**config.mk**
```make
export PLATFORM = sky130hd
export DESIGN_NAME = hazard_ctrl_flat
export DESIGN_NICKNAME = d
export VERILOG_FILES = /design/src/rtl/hazard_ctrl_pkg.sv /design/src/rtl/hazard_ctrl_if.sv /design/src/rtl/hazard_ctrl_md_timer.sv /design/src/rtl/hazard_ctrl.sv /design/src/flat_wrapper.sv
export SDC_FILE = /design/constraint.sdc
export NUM_CORES = 1
export LEC_CHECK = 0
export ABC_CLOCK_PERIOD_IN_PS = 3200
export CAP_MARGIN = 20
export CORE_MARGIN = 2
export CORE_UTILIZATION = 32
export DETAILED_ROUTE_END_ITERATION = 10
export GPL_ROUTABILITY_DRIVEN = 0
export PLACE_DENSITY_LB_ADDON = 0.2
export SLEW_MARGIN = 20
export SYNTH_ARGS = -nofsm -noshare
export SYNTH_HDL_FRONTEND = slang
export SYNTH_SLANG_ARGS = --single-unit
```
**constraint.sdc**
```tcl
create_clock -name clk -period 3.2 [get_ports clk]
set_clock_uncertainty 0.15 [all_clocks]
set_input_delay 0.96 -clock clk [delete_from_list [all_inputs] [get_ports clk]]
set_output_delay 0.96 -clock clk [all_outputs]
set_load 0.01 [all_outputs]
```
**src/rtl/hazard_ctrl_pkg.sv**
```systemverilog
// Shared types and register constants for the pipeline hazard controller.
package pipe_pkg;

    typedef enum logic {
        MD_IDLE = 1'b0,
        MD_BUSY = 1'b1
    } md_state_t;

    localparam logic [4:0] REG_ZERO = 5'd0;
    localparam logic [4:0] REG_RA   = 5'd31;

endpackage

```
**src/rtl/hazard_ctrl_if.sv**
```systemverilog
// Pipeline <-> hazard controller signal bundle. master = pipeline, slave = hazard_ctrl.
interface hazard_ctrl_if;

    logic        id_valid;
    logic [4:0]  id_rs;
    logic [4:0]  id_rt;
    logic        id_uses_rs;
    logic        id_uses_rt;
    logic        id_branch;
    logic        id_branch_taken;
    logic        id_muldiv;
    logic        id_reads_hilo;
    logic        ex_regwrite;
    logic        ex_memread;
    logic [4:0]  ex_rd;
    logic        mem_memread;
    logic [4:0]  mem_rd;

    logic        pc_stall;
    logic        ifid_stall;
    logic        idex_bubble;
    logic        ifid_flush;
    logic        md_start;
    logic        md_busy;
    logic [31:0] stall_cycles;
    logic [31:0] flush_count;

    modport master (
        output id_valid, id_rs, id_rt, id_uses_rs, id_uses_rt, id_branch,
               id_branch_taken, id_muldiv, id_reads_hilo, ex_regwrite,
               ex_memread, ex_rd, mem_memread, mem_rd,
        input  pc_stall, ifid_stall, idex_bubble, ifid_flush, md_start,
               md_busy, stall_cycles, flush_count
    );

    modport slave (
        input  id_valid, id_rs, id_rt, id_uses_rs, id_uses_rt, id_branch,
               id_branch_taken, id_muldiv, id_reads_hilo, ex_regwrite,
               ex_memread, ex_rd, mem_memread, mem_rd,
        output pc_stall, ifid_stall, idex_bubble, ifid_flush, md_start,
               md_busy, stall_cycles, flush_count
    );

endinterface

```
**src/rtl/hazard_ctrl_md_timer.sv**
```systemverilog
// Mul/div busy tracker: IDLE/BUSY FSM with a down-counter of MD_CYCLES busy cycles.
module md_timer
    import pipe_pkg::*;
#(
    parameter int MD_CYCLES = 32
) (
    input  logic clk,
    input  logic rst,
    input  logic start,
    output logic busy
);

    localparam int CNT_W = $clog2(MD_CYCLES);

    md_state_t        state, state_next;
    logic [CNT_W-1:0] cnt, cnt_next;

    always_ff @(posedge clk or posedge rst) begin
        if (rst) begin
            state <= MD_IDLE;
            cnt   <= '0;
        end else begin
            state <= state_next;
            cnt   <= cnt_next;
        end
    end

    // Busy spans exactly MD_CYCLES cycles: load MD_CYCLES-1, leave on reaching 0.
    always_comb begin
        state_next = state;
        cnt_next   = cnt;
        busy       = 1'b0;
        case (state)
            MD_IDLE: begin
                if (start) begin
                    state_next = MD_BUSY;
                    cnt_next   = CNT_W'(MD_CYCLES - 1);
                end
            end
            MD_BUSY: begin
                busy = 1'b1;
                if (cnt == '0) begin
                    state_next = MD_IDLE;
                end else begin
                    cnt_next = cnt - 1'b1;
                end
            end
            default: state_next = MD_IDLE;
        endcase
    end

endmodule

```
**src/rtl/hazard_ctrl.sv**
```systemverilog
// Hazard controller: load-use / branch-in-ID stalls, taken-branch flush, mul/div sequencing.
// Optional perf counters are built when HAZARD_PERF_EN is defined.
module hazard_ctrl
    import pipe_pkg::*;
#(
    parameter int MD_CYCLES = 32
) (
    input  logic          clk,
    input  logic          rst,
    hazard_ctrl_if.slave  hc
);

    logic md_busy;
    logic load_use, br_ex, br_mem, md_hold;
    logic stall, flush, start;

    function automatic logic reg_match(input logic [4:0] r,
                                       input logic [4:0] rs, input logic uses_rs,
                                       input logic [4:0] rt, input logic uses_rt);
        return (r != REG_ZERO) && ((r == rs && uses_rs) || (r == rt && uses_rt));
    endfunction

    md_timer #(.MD_CYCLES(MD_CYCLES)) u_md_timer (
        .clk   (clk),
        .rst   (rst),
        .start (start),
        .busy  (md_busy)
    );

    // Gating with !rst keeps every output low while reset is held.
    always_comb begin
        load_use = hc.ex_memread &&
                   reg_match(hc.ex_rd, hc.id_rs, hc.id_uses_rs, hc.id_rt, hc.id_uses_rt);
        br_ex    = hc.id_branch && hc.ex_regwrite &&
                   reg_match(hc.ex_rd, hc.id_rs, hc.id_uses_rs, hc.id_rt, hc.id_uses_rt);
        br_mem   = hc.id_branch && hc.mem_memread &&
                   reg_match(hc.mem_rd, hc.id_rs, hc.id_uses_rs, hc.id_rt, hc.id_uses_rt);
        md_hold  = md_busy && (hc.id_muldiv || hc.id_reads_hilo);
        stall    = !rst && hc.id_valid && (load_use || br_ex || br_mem || md_hold);
        flush    = !rst && hc.id_valid && hc.id_branch_taken && !stall;
        start    = !rst && hc.id_valid && hc.id_muldiv && !stall;
    end

    assign hc.pc_stall    = stall;
    assign hc.ifid_stall  = stall;
    assign hc.idex_bubble = stall;
    assign hc.ifid_flush  = flush;
    assign hc.md_start    = start;
    assign hc.md_busy     = md_busy;

`ifdef HAZARD_PERF_EN
    logic [31:0] stall_cnt, flush_cnt;

    // Saturating event counters.
    always_ff @(posedge clk or posedge rst) begin
        if (rst) begin
            stall_cnt <= '0;
            flush_cnt <= '0;
        end else begin
            if (stall && stall_cnt != 32'hFFFF_FFFF) stall_cnt <= stall_cnt + 32'd1;
            if (flush && flush_cnt != 32'hFFFF_FFFF) flush_cnt <= flush_cnt + 32'd1;
        end
    end

    assign hc.stall_cycles = stall_cnt;
    assign hc.flush_count  = flush_cnt;
`else
    assign hc.stall_cycles = 32'd0;
    assign hc.flush_count  = 32'd0;
`endif

endmodule

```
**src/flat_wrapper.sv**
```systemverilog
// flat-port wrapper written by rule: the top's interface ports become plain ports
module hazard_ctrl_flat import pipe_pkg::*;
#(
    parameter int MD_CYCLES = 32
)
  (clk, rst, hc_id_valid, hc_id_rs, hc_id_rt, hc_id_uses_rs, hc_id_uses_rt, hc_id_branch, hc_id_branch_taken, hc_id_muldiv, hc_id_reads_hilo, hc_ex_regwrite, hc_ex_memread, hc_ex_rd, hc_mem_memread, hc_mem_rd, hc_pc_stall, hc_ifid_stall, hc_idex_bubble, hc_ifid_flush, hc_md_start, hc_md_busy, hc_stall_cycles, hc_flush_count);
  hazard_ctrl_if hc_i ();
  input  logic clk;
  input  logic rst;
  input wire logic [$bits(hc_i.id_valid)-1:0] hc_id_valid;
  input wire logic [$bits(hc_i.id_rs)-1:0] hc_id_rs;
  input wire logic [$bits(hc_i.id_rt)-1:0] hc_id_rt;
  input wire logic [$bits(hc_i.id_uses_rs)-1:0] hc_id_uses_rs;
  input wire logic [$bits(hc_i.id_uses_rt)-1:0] hc_id_uses_rt;
  input wire logic [$bits(hc_i.id_branch)-1:0] hc_id_branch;
  input wire logic [$bits(hc_i.id_branch_taken)-1:0] hc_id_branch_taken;
  input wire logic [$bits(hc_i.id_muldiv)-1:0] hc_id_muldiv;
  input wire logic [$bits(hc_i.id_reads_hilo)-1:0] hc_id_reads_hilo;
  input wire logic [$bits(hc_i.ex_regwrite)-1:0] hc_ex_regwrite;
  input wire logic [$bits(hc_i.ex_memread)-1:0] hc_ex_memread;
  input wire logic [$bits(hc_i.ex_rd)-1:0] hc_ex_rd;
  input wire logic [$bits(hc_i.mem_memread)-1:0] hc_mem_memread;
  input wire logic [$bits(hc_i.mem_rd)-1:0] hc_mem_rd;
  output wire logic [$bits(hc_i.pc_stall)-1:0] hc_pc_stall;
  output wire logic [$bits(hc_i.ifid_stall)-1:0] hc_ifid_stall;
  output wire logic [$bits(hc_i.idex_bubble)-1:0] hc_idex_bubble;
  output wire logic [$bits(hc_i.ifid_flush)-1:0] hc_ifid_flush;
  output wire logic [$bits(hc_i.md_start)-1:0] hc_md_start;
  output wire logic [$bits(hc_i.md_busy)-1:0] hc_md_busy;
  output wire logic [$bits(hc_i.stall_cycles)-1:0] hc_stall_cycles;
  output wire logic [$bits(hc_i.flush_count)-1:0] hc_flush_count;
  assign hc_i.id_valid = hc_id_valid;
  assign hc_i.id_rs = hc_id_rs;
  assign hc_i.id_rt = hc_id_rt;
  assign hc_i.id_uses_rs = hc_id_uses_rs;
  assign hc_i.id_uses_rt = hc_id_uses_rt;
  assign hc_i.id_branch = hc_id_branch;
  assign hc_i.id_branch_taken = hc_id_branch_taken;
  assign hc_i.id_muldiv = hc_id_muldiv;
  assign hc_i.id_reads_hilo = hc_id_reads_hilo;
  assign hc_i.ex_regwrite = hc_ex_regwrite;
  assign hc_i.ex_memread = hc_ex_memread;
  assign hc_i.ex_rd = hc_ex_rd;
  assign hc_i.mem_memread = hc_mem_memread;
  assign hc_i.mem_rd = hc_mem_rd;
  assign hc_pc_stall = hc_i.pc_stall;
  assign hc_ifid_stall = hc_i.ifid_stall;
  assign hc_idex_bubble = hc_i.idex_bubble;
  assign hc_ifid_flush = hc_i.ifid_flush;
  assign hc_md_start = hc_i.md_start;
  assign hc_md_busy = hc_i.md_busy;
  assign hc_stall_cycles = hc_i.stall_cycles;
  assign hc_flush_count = hc_i.flush_count;
  hazard_ctrl #(.MD_CYCLES(MD_CYCLES)) u_core (.clk(clk), .rst(rst), .hc(hc_i));
endmodule
```
* Yosys cells after proc, flatten, opt, wreduce, memory -nomap -nowiden
Cells that the tools add are included.
Word-level totals: bits in registers 6, logic and storage cells 47, bits of input ports 32, output and inout port bits 70
Cells by class: add/subtract/negate cells 1, reductions and logical operators 30, mux-type cells 7, bitwise gates (word level) 1, equal/unequal tests 6
Operator list (count):
- $eq A5 B5 Y1 | 4
- $logic_and A1 B1 Y1 | 18
- $mux W5 | 2
- $pmux W5 S2 | 1
- $reduce_bool A5 Y1 | 2
- $logic_or A1 B1 Y1 | 6
- $logic_not A5 Y1 | 1
- $sub A5 B1 Y5 const B | 1
- $ne A2 B2 Y1 const B | 2
- $mux W1 | 3
- $logic_not A1 Y1 | 2
- $pmux W1 S2 | 1
- $reduce_and A2 Y1 | 1
- $not A1 Y1 | 1

* Logic depth before layout (Yosys ltp)
Gate-level depths: netlist (run 1).
depth in word-level cells 13, depth in mapped cells 6, depth with buffers taken out 6

* Modules after synthesis
Synthesis (run 1) repeated with hierarchy kept, for this count alone.
Unflattened totals: cell total of the unflattened synthesis 136, area total of the unflattened synthesis 1112.3 um^2
Modules (own cells, without submodules):
- hazard_ctrl | times used 1, area each 819.5 um^2, cells an instance 110, sequential area each 0.0 um^2
- md_timer | times used 1, area each 292.8 um^2, cells an instance 26, sequential area each 150.1 um^2

* Worst setup path after synthesis (run 1)
OpenSTA, ideal clock, no wires.
kind input-to-output, from input port hc_mem_rd[1], to output port hc_ifid_stall, stages 5, path slack -0.149 ns, buffers on the path 1, data required time 2.090 ns, data arrival time 2.239 ns, path through or3_1 -> o311a_1 -> a22oi_1 -> a21boi_0 -> buf_4
On the way: word-level cells in the longest chain between the ends 8, elaborated cells between the ends (all ways) 11, classes of those cells eq/ne: 2; reduce/logical: 9
Ends and longest elaborated chain:
- start, declared | line flat_wrapper.sv:23 | input wire logic [$bits(hc_i.mem_rd)-1:0] hc_mem_rd;
- $eq A5 B5 Y1 | line hazard_ctrl.sv:20 | return (r != REG_ZERO) && ((r == rs && uses_rs) || (r == rt && uses_rt));
- $logic_and A1 B1 Y1 | line hazard_ctrl.sv:20
- $logic_or A1 B1 Y1 | line hazard_ctrl.sv:20
- $logic_and A1 B1 Y1 * | line hazard_ctrl.sv:20
- $logic_and A1 B1 Y1 * | line hazard_ctrl.sv:36 | br_mem = hc.id_branch && hc.mem_memread &&
- $logic_or A1 B1 Y1 * (2 in series) | line hazard_ctrl.sv:39 | stall = !rst && hc.id_valid && (load_use || br_ex || br_mem || md_hold);
- $logic_and A1 B1 Y1 * | line hazard_ctrl.sv:39
- end, declared | line flat_wrapper.sv:25 | output wire logic [$bits(hc_i.ifid_stall)-1:0] hc_ifid_stall;
Mark *: on every way between the ends. The rest lies on a longest branch, timed or not.

* Final worst setup path (run 1)
from input port hc_mem_rd[1], to output port hc_md_start
On the way: word-level cells in the longest chain between the ends 10, elaborated cells between the ends (all ways) 13, classes of those cells eq/ne: 2; reduce/logical: 11
Ends and longest elaborated chain:
- $eq A5 B5 Y1 | line hazard_ctrl.sv:20
- $logic_and A1 B1 Y1 | line hazard_ctrl.sv:20
- $logic_or A1 B1 Y1 | line hazard_ctrl.sv:20
- $logic_and A1 B1 Y1 * | line hazard_ctrl.sv:20
- $logic_and A1 B1 Y1 * | line hazard_ctrl.sv:36
- $logic_or A1 B1 Y1 * (2 in series) | line hazard_ctrl.sv:39
- $logic_and A1 B1 Y1 * | line hazard_ctrl.sv:39
- $logic_not A1 Y1 * | line hazard_ctrl.sv:41 | start = !rst && hc.id_valid && hc.id_muldiv && !stall;
- $logic_and A1 B1 Y1 * | line hazard_ctrl.sv:41
- end, declared | line flat_wrapper.sv:28 | output wire logic [$bits(hc_i.md_start)-1:0] hc_md_start;
Marks and branches as above.

==> results of run 1 <==
## kinds of logic after synthesis
logic type	share of synthesized area (%)
xor gates and xnor gates	16.15
adders and majority gates	2.197
buffers and inverters	45.16
and+or+nand+nor	11.87
DFF	13.19
AOI/OAI and AO/OA	11.10
other	0.3294
## sequential cells by signal (all words and copies together), names as in the netlist
signal / count
u_core.u_md_timer.state: 1
u_core.u_md_timer.cnt: 5
## final cells by class
cell class,count,area share [%]
multi-input cells,130,58.02
repair buffers,45,24.21
flip-flops and latches,6,10.88
well taps,46,4.170
clock buffers,3,1.632
inverters,4,1.088
## critical path: stages
cell	delay [ns]
buf_8	0.10
or3_4	0.37
o311a_1	0.32
a221o_2	0.37
inv_2	0.06
buf_6	0.09
## repair_timing
action,CTS,global route
endpoints found under the hold margin,0,0
pin swaps,11,20
gates cloned,0,0
resized for setup,56,46
endpoints found under the setup margin,5,5
buffers inserted,0,2
## layout by cell type, fill, tap and decap left out, types with 4 or more instances in the layout
cell,count
conb_1,64
xnor2_1,16
nand2_1,8
clkbuf_2,16
xnor2_2,5
dfrtp_1,6
a21oi_1,5
buf_4,8
buf_2,5
clkdlybuf4s50_1,11
nand4_1,4
## report_power, final
part	total [mW]	internal [mW]	switching (mW)
Sequential	0.161	0.115	0.0469
Clock	0.0689	0.0424	0.0266
Combinational	0.302	0.145	0.157
Total	0.532	0.302	0.231
## path summary, 6_finish.rpt
check                           cells after the start                                   end  slack, ns                            startpoint
worst max register to register                      4  u_core.u_md_timer.cnt[3]$_DFFE_PP0P_       1.59     u_core.u_md_timer.state$_DFF_PP0_
worst max-delay path                                6                           hc_md_start      -0.19                          hc_mem_rd[1]
max in group asynchronous                           2  u_core.u_md_timer.cnt[1]$_DFFE_PP0P_       1.86                                   rst
worst min register to register                      2  u_core.u_md_timer.cnt[1]$_DFFE_PP0P_       0.38  u_core.u_md_timer.cnt[1]$_DFFE_PP0P_
worst min-delay path                                2  u_core.u_md_timer.cnt[1]$_DFFE_PP0P_       0.38  u_core.u_md_timer.cnt[1]$_DFFE_PP0P_
min in group asynchronous                           2  u_core.u_md_timer.cnt[0]$_DFFE_PP0P_       0.84                                   rst
## stage by stage
step           cell area [µm²]  util, %
2_1_floorplan             1379        -
3_3_place_gp              1353    39.90
3_5_place_dp              1353    39.90
4_1_cts                   1346    39.72
5_1_grt                   1380    40.72
6_report                  1380    40.72
## metal layers
| metal | track usage (%) | vias to the layer above | part of all wire, % |
|---|---|---|---|
| li1 | - | 437 | - |
| met1 | 14.30 | 409 | 41 |
| met2 | 20.00 | 62 | 50 |
| met3 | 1.786 | 2 | 8.3 |
| met4 | 4.076 | 0 | 0.82 |
| met5 | 0 | - | 0 |
==> metrics, run 1 <==
Post-Syn Instances=144; die area=0.004051 mm²; IO Port Bufs=37; pre-CTS setup slack=-1.041 ns; Clock Latency Late Sink=0.24 ns; RSZ-0062 raised after global routing=true; DP HPWL=2011 µm; vias=910; Max Buffers Root-to-Sink=2; run status=finished, violations left; hold_buf cts=0; failing checks=negative setup slack; Die Wd=63.65 µm; Starting Density=33.59%; drt via density=3.889; row cnt=21; max-slew violation count=0; # DRC=0; Tot GR Track Use=11.52%; Final Non-Filler Cells=234; Final min period=3.388 ns; ranking of synthesized cells by area=buf_4 44%, xnor2_1 16%, dfrtp_1 13%, nand2_1 3.0%, a21oi_1 2.6%; total wire length=2321 µm; drt wl/cell=9.919 µm; final worst slack=-0.1876 ns; GRT overflow=0; Worst EP arrival=2.28 ns; Yosys top cell area share=43.52%; DRT iter0 DRCs=18; warning count from the yosys run=0; first-pass GRT wire length=3739 µm; Mapped Area=0.001139 mm²; Pleak=0.6999 nW; layout net count=224; worst hold margin=0.3815 ns; Inst Count DP=229; Power Total=0.5324 mW; CTS Sinks=6; top_reg_cell synth=dfrtp_1; Area Growth Syn to Fin=21.21%; Reg clk slew, reported paths=0.04 ns; filler cell count=366; WP data required=2.09 ns; remaining antenna violation count=0; Max Clk Rate=0.2952 GHz; vias in the first global route=847; Fin. Hold Viols=0; initial antenna violation count=0; Netlist cell types=27; Reg area=150.1 µm²; CTS tree=done; crit path max fanout=3; root buf cell=clkbuf_4; H-tree levels=1; number of synthesized flops with an enable pin=0; area of the multi-input gates=800.8 µm²; Yosys reg bits=6; syn avg cell area=7.907 µm²; first-pass detailed-route iteration total=4; max cap viols=0; critical path type=in2out; TritonCTS buffer count=3; sequential fraction of the synthesis area=13.19%; ys async rst share=100.0%; ratio of final minimum period to clock period=105.9%; final setup vio count=5; worst vdd ir=0.0001482 V; critical path launch point type=input pin; share of layout cells above drive strength 1=27.66%; Inserted Diodes=0; count leader, synth=buf_4; setup total negative slack=-0.8372 ns; Synth area leader=buf_4; Hold/Removal Path Class=reg2reg; largest net degree at the start of global routing=12; Placeable Area=0.003390 mm²; Chip Height=63.65 µm; num ports=102; Critical Path Sink Type=output pin; power density cells=385.8 mW/mm²; most common library cells after synthesis=66 x buf_4, 21 x xnor2_1, 9 x nand2_1
Note: power is estimated with default switching activity, not from simulation.
==> run 2, diff against run 1 <==
Settings changed: CORE_MARGIN 2 to not set.
==> run 2 against run 1 <==
Wire length shrank 4.6%. The flow still finishes with violations (negative setup slack). Combinational power shrank 1%. Clock-buffer cell count is the same. Hold slack gained 0.0042 ns. Critical path type unchanged. Non-clock buffer count shrank 2. First-iteration DRC count shrank 61%. Via count shrank 2.6%. Die area shrank 6.2%. Global-route usage grew 0.25 points. Flip-flop and latch count is the same.
==> metrics, run 2 (synthesis results as in run 1) <==
TritonCTS buffer count=3; Placeable Area=0.003363 mm²; filler cell count=359; final worst slack=-0.1921 ns; first-pass detailed-route iteration total=4; hold wc startpoint=u_core.u_md_timer.cnt[1]$_DFFE_PP0P_; Flop pwr share=30.4%; Hold/Removal Path Class=reg2reg; share of layout cells above drive strength 1=25.81%; Worst R2R Start=u_core.u_md_timer.state$_DFF_PP0_; GRT overflow=0; worst hold margin=0.3856 ns; H-tree levels=1; total wire length=2214 µm; CTS tree=done; switch share=42.92%; initial antenna violation count=0; WP data required=2.09 ns; Pleak=0.7029 nW; hold_buf cts=0; ratio of final minimum period to clock period=106.0%; drt wl/cell=9.543 µm; Chip Height=61.65 µm; num ports=102; Hold Path Sink=u_core.u_md_timer.cnt[1]$_DFFE_PP0P_; Max Clk Rate=0.2948 GHz; power density cells=383.8 mW/mm²; remaining antenna violation count=0; Tot GR Track Use=11.76%; dpl cell area=0.001345 mm²; Logic pwr share=56.0%; Clock Latency Late Sink=0.25 ns; RSZ-0062 raised after global routing=true; row cnt=21; worst vdd ir=0.0001078 V; pre-CTS setup slack=-1.043 ns; Inserted Diodes=0; root buf cell=clkbuf_4; vias=886; Die Wd=61.65 µm; crit path max fanout=3; drt via density=3.819; IO Port Bufs=37; Power Total=0.5311 mW; CP cell instances=buf_8, or3_4, o311a_4, a22oi_2, buf_4, a21boi_4, buf_6; DRT iter0 DRCs=7; max-slew violation count=0; Max Buffers Root-to-Sink=2; hold path depth=2; CTS Sinks=6; critical path type=in2out; critical path launch point type=input pin; Reg clk slew, reported paths=0.05 ns; top flop regs=u_core.u_md_timer.cnt x5, u_core.u_md_timer.state x1; Final min period=3.392 ns; clock power share=13.5%; setup total negative slack=-0.8846 ns; commonest cells after routing, fill and taps aside=64 x conb_1, 17 x xnor2_1, 15 x clkbuf_2, 10 x clkdlybuf4s50_1, 9 x nand2_1; Reg with most FFs=u_core.u_md_timer.cnt; DP HPWL=1854 µm; sw power=0.2280 mW; Worst R2R Setup Slack=1.61 ns; run status=finished, violations left; most common cell after layout, fill and taps aside=conb_1; max reg flops=5; failing checks=negative setup slack; layout net count=222; first-pass GRT wire length=3243 µm; Fin. Hold Viols=0; CP max stage delay=0.38 ns; max cap viols=0; die area=0.003801 mm²; # DRC=0; final setup vio count=5; Worst EP arrival=2.28 ns; slowest CP cell=or3_4; worst r2r path cells=4; R2R Path End=u_core.u_md_timer.cnt[2]$_DFFE_PP0P_; Critical Path Sink Type=output pin; largest net degree at the start of global routing=12; Cell Int Power=0.3031 mW; Area Growth Syn to Fin=21.54%; vias in the first global route=723; Starting Density=33.85%; Final Cell Area=0.001384 mm²
==> run 2: worst max-delay path: cells and delay by family <==
kind / cells / cell delay (ns)
and+or+nand+nor: 1 / 0.38
buffers and inverters: 3 / 0.40
AOI/OAI and AO/OA: 3 / 0.55
==> run 2: per-layer routing <==
layer	GRT usage, %	up-vias	part of all wire, %
met5	0	-	0
met4	5.079	0	0.59
met3	2.521	2	7.4
met2	20.43	60	52
met1	13.89	393	40
li1	-	431	-
==> run 2: power by group through the flow <==
stage,clock (mW),sequential [mW],combinational (mW)
floorplan,0,0.141,0.266
global placement,0,0.158,0.288
detailed placement,0,0.159,0.294
CTS,0.0753,0.159,0.289
global route,0.0801,0.165,0.340
finish,0.0719,0.162,0.298
==> run 2: final cells by class <==
class | instances | area [µm²] | share of cell area, %
Timing Repair Buffer | 43 | 345.3 | 24.95
Sequential cell | 6 | 150.1 | 10.85
Multi-Input combinational cell | 130 | 793.3 | 57.32
Inverter | 4 | 15.01 | 1.085
Clock buffer | 3 | 22.52 | 1.627
Tap cell | 46 | 57.56 | 4.159
==> run 2: worst max-delay path by stage <==
stage,startpoint,to,slack (ns),cells past startpoint
after detailed placement,hc_mem_rd[1],hc_ifid_flush,-1.04,6
after CTS,hc_mem_rd[1],hc_md_start,-0.25,6
final,hc_mem_rd[1],hc_ifid_stall,-0.19,7
after global routing,hc_mem_rd[1],hc_ifid_stall,-0.23,7
after floorplan,hc_mem_rd[1],hc_ifid_stall,-0.04,5
after global placement,hc_mem_rd[1],hc_ifid_flush,-1.02,6
==> run 2: repair_timing <==
item / CTS / global route
setup buffers: 0 / 1
endpoints found under the setup margin: 5 / 5
pin swaps: 10 / 18
hold endpoints to repair: 0 / 0
resized for setup: 60 / 44
==> run 2: through the flow <==
stage | util [%] | instances
3_3_place_gp | 39.99 | 228
2_1_floorplan | - | 207
3_5_place_dp | 39.99 | 228
6_report | 41.15 | 232
5_1_grt | 41.15 | 232
4_1_cts | 40.29 | 231
